--- src/rtl/stopwatch_controller.sv ---
// Control FSM for the mm:ss stopwatch: key conditioning, tick generation,
// clear/preset loads and end-of-count handling for the BCD counter chain.
module stopwatch_controller #(
   parameter int unsigned BASE_DIV     = 5000000,
   parameter int unsigned SLOW_RATIO   = 10,
   parameter int unsigned DEBOUNCE     = 500000,
   parameter logic [15:0] PRESET_VALUE = 16'h5900,
   parameter bit          STOP_AT_MAX  = 1'b1
) (
   input  logic        CLK,
   input  logic        RST,
   input  logic [3:0]  KEY,
   input  logic        AT_MAX,
   output logic        TICK,
   output logic        LOAD,
   output logic [15:0] LOAD_VALUE,
   output logic        RUNNING,
   output logic        FAST
);

   localparam int unsigned PRE_W  = (BASE_DIV > 1) ? $clog2(BASE_DIV) : 1;
   localparam int unsigned SLOW_W = (SLOW_RATIO > 1) ? $clog2(SLOW_RATIO) : 1;
   localparam int unsigned DEB_W  = (DEBOUNCE > 1) ? $clog2(DEBOUNCE) : 1;

   typedef enum logic [1:0] {
      STOPPED,
      RUN,
      LOADING
   } state_t;

   logic [3:0]       sync1;
   logic [3:0]       sync2;
   logic [3:0]       deb;
   logic [DEB_W-1:0] deb_cnt [4];
   logic [2:0]       deb_prev;
   logic             press_clear;
   logic             press_start;
   logic             press_preset;

   state_t            state;
   state_t            state_d;
   logic              tick_d;
   logic              load_d;
   logic [15:0]       load_value_d;
   logic              running_d;
   logic              fast_d;
   logic [PRE_W-1:0]  presc;
   logic [PRE_W-1:0]  presc_d;
   logic [SLOW_W-1:0] slow;
   logic [SLOW_W-1:0] slow_d;
   logic              base_c;
   logic              tick_due_c;

   // Two-flop synchroniser; flops idle at the released level
   always_ff @(posedge CLK or posedge RST) begin
      if (RST) begin
         sync1 <= 4'hF;
         sync2 <= 4'hF;
      end else begin
         sync1 <= KEY;
         sync2 <= sync1;
      end
   end

   // Debounce: accept a new level only after DEBOUNCE consecutive differing samples
   always_ff @(posedge CLK or posedge RST) begin
      if (RST) begin
         deb <= 4'hF;
         for (int i = 0; i < 4; i++) begin
            deb_cnt[i] <= '0;
         end
      end else begin
         for (int i = 0; i < 4; i++) begin
            if (sync2[i] == deb[i]) begin
               deb_cnt[i] <= '0;
            end else if (deb_cnt[i] == DEB_W'(DEBOUNCE - 1)) begin
               deb[i]     <= sync2[i];
               deb_cnt[i] <= '0;
            end else begin
               deb_cnt[i] <= deb_cnt[i] + DEB_W'(1);
            end
         end
      end
   end

   // Registered press pulses on debounced 1->0; the fast key is level-only
   always_ff @(posedge CLK or posedge RST) begin
      if (RST) begin
         deb_prev     <= 3'b111;
         press_clear  <= 1'b0;
         press_start  <= 1'b0;
         press_preset <= 1'b0;
      end else begin
         deb_prev     <= {deb[3], deb[1], deb[0]};
         press_clear  <= deb_prev[0] & ~deb[0];
         press_start  <= deb_prev[1] & ~deb[1];
         press_preset <= deb_prev[2] & ~deb[3];
      end
   end

   // Next-state, tick and load decisions
   always_comb begin
      state_d      = state;
      tick_d       = 1'b0;
      load_d       = 1'b0;
      load_value_d = LOAD_VALUE;
      presc_d      = presc;
      slow_d       = slow;
      base_c       = 1'b0;
      tick_due_c   = 1'b0;

      case (state)
         STOPPED: begin
            if (press_clear) begin
               load_d       = 1'b1;
               load_value_d = 16'h0000;
               state_d      = LOADING;
            end else if (press_preset) begin
               load_d       = 1'b1;
               load_value_d = PRESET_VALUE;
               state_d      = LOADING;
            end else if (press_start && !(STOP_AT_MAX && AT_MAX)) begin
               state_d = RUN;
               presc_d = '0;
               slow_d  = '0;
            end
         end

         RUN: begin
            if (presc == PRE_W'(BASE_DIV - 1)) begin
               presc_d = '0;
               base_c  = 1'b1;
            end else begin
               presc_d = presc + PRE_W'(1);
            end
            if (base_c) begin
               slow_d = (slow == SLOW_W'(SLOW_RATIO - 1)) ? '0 : slow + SLOW_W'(1);
            end
            tick_due_c = base_c && (FAST || (slow == SLOW_W'(SLOW_RATIO - 1)));

            if (press_clear) begin
               load_d       = 1'b1;
               load_value_d = 16'h0000;
               state_d      = LOADING;
            end else if (press_preset) begin
               load_d       = 1'b1;
               load_value_d = PRESET_VALUE;
               state_d      = LOADING;
            end else begin
               // At 59:59 a due tick becomes a halt instead of a wrap
               if (tick_due_c) begin
                  if (STOP_AT_MAX && AT_MAX) begin
                     state_d = STOPPED;
                  end else begin
                     tick_d = 1'b1;
                  end
               end
               if (press_start) begin
                  state_d = STOPPED;
               end
            end
         end

         LOADING: begin
            state_d = STOPPED;
         end

         default: begin
            state_d = STOPPED;
         end
      endcase

      running_d = (state_d == RUN);
      fast_d    = (state_d == RUN) && !deb[2];
   end

   // State and registered outputs
   always_ff @(posedge CLK or posedge RST) begin
      if (RST) begin
         state      <= STOPPED;
         TICK       <= 1'b0;
         LOAD       <= 1'b0;
         LOAD_VALUE <= 16'h0000;
         RUNNING    <= 1'b0;
         FAST       <= 1'b0;
         presc      <= '0;
         slow       <= '0;
      end else begin
         state      <= state_d;
         TICK       <= tick_d;
         LOAD       <= load_d;
         LOAD_VALUE <= load_value_d;
         RUNNING    <= running_d;
         FAST       <= fast_d;
         presc      <= presc_d;
         slow       <= slow_d;
      end
   end

endmodule

--- config.mk ---
export PLATFORM = sky130hd
export DESIGN_NAME = stopwatch_controller
export DESIGN_NICKNAME = d
export VERILOG_FILES = /design/src/rtl/stopwatch_controller.sv
export SDC_FILE = /design/constraint.sdc
export NUM_CORES = 1
export LEC_CHECK = 0
export ABC_AREA = 1
export BUFFER_PORTS_ARGS = -buffer_cell sky130_fd_sc_hd__buf_2
export CORE_MARGIN = 1
export CORE_UTILIZATION = 55
export DETAILED_ROUTE_END_ITERATION = 6
export PLACE_DENSITY = 0.8
export REMOVE_ABC_BUFFERS = 1
export SLEW_MARGIN = 20
export SYNTH_ARGS = -nofsm -noshare
export SYNTH_HDL_FRONTEND = slang
export SYNTH_SLANG_ARGS = --single-unit
export TNS_END_PERCENT = 5
--- constraint.sdc ---
create_clock -name CLK -period 7.13 [get_ports CLK]
set_input_delay 1.426 -clock CLK [delete_from_list [all_inputs] [get_ports CLK]]
set_output_delay 1.426 -clock CLK [all_outputs]
set_load 0.01 [all_outputs]
# ---- After elaboration in Yosys (flattened, before gate mapping)
# Index checks and enable logic that the tools add are counted.
dict set report op_classes {
  addsub 6
  bitwise_logic 10
  mux 40
  eq_ne 16
  reduce_logical 17
}
# operator n
set ops {}
lappend ops {{19-bit 2-to-1 mux} 8}
lappend ops {{23-bit 2-to-1 mux} 4}
lappend ops {{19-bit by 1-bit adder with 19-bit output, second input constant} 4}
lappend ops {{19-bit equality test, second input constant} 4}
lappend ops {{23-bit one-hot mux with 2 select lines} 1}
lappend ops {{16-bit 2-to-1 mux} 2}
lappend ops {{23-bit by 1-bit adder with 23-bit output, second input constant} 1}
lappend ops {{23-bit equality test, second input constant} 1}
lappend ops {{4-bit 2-to-1 mux} 5}
lappend ops {{2-bit 2-to-1 mux} 8}
lappend ops {{1-bit 2-to-1 mux} 10}
lappend ops {{2-bit AND reduction} 5}
lappend ops {{2-bit inequality test, second input constant} 4}
lappend ops {{4-bit one-hot mux with 2 select lines} 1}
lappend ops {{1-bit NOT} 7}
lappend ops {{5-bit AND reduction} 1}
lappend ops {{4-bit by 1-bit adder with 4-bit output, second input constant} 1}
lappend ops {{1-bit equality test} 4}
lappend ops {{2-bit by 1-bit equality test with 1-bit output, second input constant} 2}
lappend ops {{4-bit equality test, second input constant} 1}
lappend ops {{2-bit one-hot mux with 2 select lines} 1}
lappend ops {{4-bit AND reduction} 1}
lappend ops {{2-bit nonzero test} 2}
lappend ops {{1-bit AND} 3}
lappend ops {{5 further kinds} 8}
dict set report word_totals {
  input_bits 7
  reg_bits 143
}

# ---- Longest topological paths before layout
dict set report depth {
  depth_word 11
  ltp_mapped 10
  ltp_nobuf 10
}

# ---- Worst setup path before layout
# No wires, ideal clock.
dict set report synth_timing {
  path_type {input -> register}
  startpoint {in AT_MAX}
  endpoint {reg slow[1]}
  setup_time_ns 0.076
  t_required_ns 7.054
  setup_slack_ns 4.903
  arrival_time_ns 2.151
  cell_stages 7
  cell_sequence {nor2_1 > nand3_1 > nand2_2 > inv_2 > a21oi_4 > nand2_1 > o21ai_1}
}
dict set report synth_between {
  elab_chain_cells 4
}
# element line_no
set synth_lines {}
lappend synth_lines {{start, declared} 13} ;# input logic AT_MAX,
lappend synth_lines {{1-bit logical NOT} 122} ;# end else if (press_start && !(STOP_AT_MAX && AT_MAX)) begin
lappend synth_lines {{1-bit logical AND} 122}
lappend synth_lines {{2-bit inequality test (no line)} --}
lappend synth_lines {{5-bit AND reduction (no line)} --}
lappend synth_lines {{end signal, assigned} 196} ;# slow <= slow_d;
lappend synth_lines {{end, declared} 49} ;# logic [SLOW_W-1:0] slow;
# Every way passes these cells.
# A chain may end at the register's enable or synchronous reset.

==> flow_summary.toml <==
[synthesis]
yosys.cell_types.count = 36
yosysWarningCount = 0
cell_area_synth_sq_um = 7087
synthFlopType = "sky130_fd_sc_hd__dfrtp_1"
syn_avg_cell_area_sq_um = 7.620
synth_seq_area_share = 0.4546
synth_async_sr_flop_share = 1.000
yosys-top-cells-count = "sky130_fd_sc_hd__nand2_1 (174), sky130_fd_sc_hd__nor2_1 (174), sky130_fd_sc_hd__dfrtp_1 (113)"
largest_cells_by_area_after_synthesis = "sky130_fd_sc_hd__dfrtp_1 (40%), sky130_fd_sc_hd__nand2_1 (9.2%), sky130_fd_sc_hd__nor2_1 (9.2%), sky130_fd_sc_hd__inv_1 (5.8%), sky130_fd_sc_hd__nand3_1 (5.6%)"
synthesis.instances = 930
number_of_synthesized_flops_with_an_enable_pin = 0
synth_largest_type_area_fraction = 0.3990
ys_ff_latch = 128
yosys.area.top_type = "sky130_fd_sc_hd__dfrtp_1"

[route]
routed_wirelength_mm = 15.36
dr.first_iter.drc_count = 682
antenna_violating_nets_post_route = 0
detailroute.via_count = 6193
detailedRoute.firstPassIterationCount = 5
post_drt_via_cell_ratio = 5.447
drc = 0
wl_per_cell_microns = 13.51

[clocking]
total_clock_sinks = 128
cts_inserted_buffers = 17
clockBufferDepth = 2
clock_tree.root_cell = "sky130_fd_sc_hd__clkbuf_16"
clk_latency_ps = 420
cts_setup_buffers = 0
tritoncts = "done"
post_cts_hold_buffer_count = 0
post_cts_resized = 0
htreeDepth = 4
cts.clk_slew.worst_paths_ps = 60

[grt]
total_grt_overflow = 0
global_route_wire_length_before_repair_mm = 25.96
first_global_vias = 5657
groute.usage.overall = 0.2484
grt_antenna_before_repair = 0
grt_max_degree = 77

[timing]
timing.slew.headroom = 0.3665
slew_viol_final = 0
final_period_minus_worst_setup_slack_ps = 2394
timing.final.crit_share = 0.3358
clock-skew-final_ps = 5.588
fmax_mhz = 417.7
grt_setup_unrepaired = "no"
timing.final.hold_violations = 0
worstMarginPinSlew_ps = 950.2
fin_tns_setup_ps = 0
final-setup-viol-count = 0

[worst_hold_path]
hp-class = "flip-flop to flip-flop"
hold-path-endpoint = "sync2[2]$_DFF_PP1_"
hp-start = "sync1[2]$_DFF_PP1_"
hold_depth = 0

[setup_path]
path_max_fanout = 5
worst_r2r_endpoint = "slow[1]$_DFFE_PP0P_"
timing.critical_path.slowest_cell_delay_ps = 400
critical_path.top_delay_family = "flip-flops"
setup.worst_path.start_class = "flip-flop"
timing.reg2reg.worst_path_depth = 8
timing.reg2reg.setup_slack_ps = 5160
worstPathCellList = "buf_2"
worst_r2r_startpoint = "state[1]$_DFF_PP0_"
worst-setup-path-type = "flip-flop to output port"
cp_slowest_cell = "sky130_fd_sc_hd__dfrtp_1"
critical_path_arrival_ps = 970
cp.required_ps = 5700
cp-end-kind = "output port"
worst-path-buf-inv = 1

[outcome]
run_status = "completed"

[finish]
antenna_cells = 0
num-nets-final = 967
share_of_layout_cells_above_drive_strength_1 = 0.08601
layout-area-overhead-vs-synth_pct = 11.42
layout.cells.non_filler = 1137
num-fill-cells = 1085
postLayoutCoreUtil = 0.6283

[placement]
count_of_input_and_output_buffers = 14
post-dp-hpwl_mm = 10.67
global_placer_s_final_weighted_congestion = 0.9241
placed_cells_incl_taps = 1106

[die]
ios = 27
die_area_sq_um = 13340
start_util = 0.5639
fp.coreArea_sq_um = 12570
die_width_microns = 115.5
die-height_microns = 115.5
std_cell_rows = 41

[power]
total_leakage_power_nw = 3.451
power_per_cell_area_nw_per_um2 = 211.6
power.ir.vdd_worst_mv = 0.2762

[job]
cap_viol_max_count = 0
-- worst max-delay path by stage --
stage	start	end	cells past startpoint
6_report	LOAD_VALUE[12]$_DFFE_PP0P_	LOAD_VALUE[14]	1
3_5_place_dp	RST	deb_cnt[25]$_DFF_PP0_	3
3_3_place_gp	RST	TICK$_DFF_PP0_	3
2_1_floorplan	RST	FAST$_DFF_PP0_	1
5_1_grt	RST	presc[2]$_DFFE_PP0P_	3
4_1_cts	RST	deb_cnt[25]$_DFF_PP0_	3
-- layout make-up --
cell class                 count  area (sq um)  area share
clock buffer                  19         452.9     0.05736
clock inverter                12         161.4     0.02044
inverter                     118         449.2     0.05688
multi-input combinational    672          3311      0.4193
sequential                   128          3222      0.4080
tap                          172         215.2     0.02725
timing repair buffer          16         85.08     0.01077
-- stage by stage --
step | setup WS, ps | hold WS, ps | area (sq um) | power, mW
floorplan | 2316 | 345.2 | 6977 | 0.7840
global placement | 4258 | 345.8 | 7282 | 0.7964
detailed placement | 4235 | 346.8 | 7282 | 0.7976
CTS | 4673 | 353.6 | 7896 | 1.684
global route | 4497 | 352.2 | 7896 | 1.725
finish | 4736 | 352.7 | 7896 | 1.671
-- power by group --
part	switching [mW]	internal, mW	leakage [nW]
Combinational	0.0322	0.00828	1.53
Clock	0.319	0.567	0.291
Sequential	0.00753	0.737	1.63
Total	0.359	1.31	3.45
-- routing by layer --
layer	track usage	part of all wire	wire length [microns]	vias to the layer above
met5	0	0	0	-
met4	0.08658	0.014	216	0
met3	0.06590	0.062	949	22
met2	0.3804	0.45	6920	227
met1	0.3411	0.47	7270	2883
li1	-	-	-	3061
-- flip-flops by register name (all words and copies together), names as in the netlist --
register      count
presc            23
press_clear       1
sync2             4
slow              4
LOAD              1
RUNNING           1
sync1             4
FAST              1
deb_prev          3
LOAD_VALUE        1
deb_cnt          76
state             2
TICK              1
deb               4
press_preset      1
press_start       1
-- placed cells by master, fill, tap and decap left out, types with 3 or more instances in the layout --
cell type,n
sky130_fd_sc_hd__buf_2,14
sky130_fd_sc_hd__clkinv_4,5
sky130_fd_sc_hd__nor2_1,174
sky130_fd_sc_hd__nand3_1,80
sky130_fd_sc_hd__a21oi_1,17
sky130_fd_sc_hd__nand2_1,174
sky130_fd_sc_hd__nand2_2,4
sky130_fd_sc_hd__o21ai_0,23
sky130_fd_sc_hd__nor3_1,52
sky130_fd_sc_hd__inv_2,4
sky130_fd_sc_hd__nor4_1,14
sky130_fd_sc_hd__nand3b_1,6
sky130_fd_sc_hd__conb_1,12
sky130_fd_sc_hd__nand4_1,43
sky130_fd_sc_hd__dfrtp_1,113
sky130_fd_sc_hd__nor3b_1,3
sky130_fd_sc_hd__o21ai_1,3
sky130_fd_sc_hd__clkbuf_16,17
sky130_fd_sc_hd__dfstp_2,15
sky130_fd_sc_hd__clkinv_1,3
sky130_fd_sc_hd__inv_1,109
sky130_fd_sc_hd__xor2_1,40
sky130_fd_sc_hd__clkinvlp_4,3
sky130_fd_sc_hd__bufinv_16,3
sky130_fd_sc_hd__xnor2_1,4
sky130_fd_sc_hd__ha_1,7
-- cells by family after synthesis --
logic type,after synthesis,synth area share
AOI/OAI and AO/OA,50,0.03902
DFF,128,0.4546
adders and majority gates,7,0.01236
other,1,0.0005292
and+or+nand+nor,559,0.3550
xor gates and xnor gates,44,0.05438
buffers and inverters,141,0.08404
Note: power is estimated with default switching activity, not from simulation.
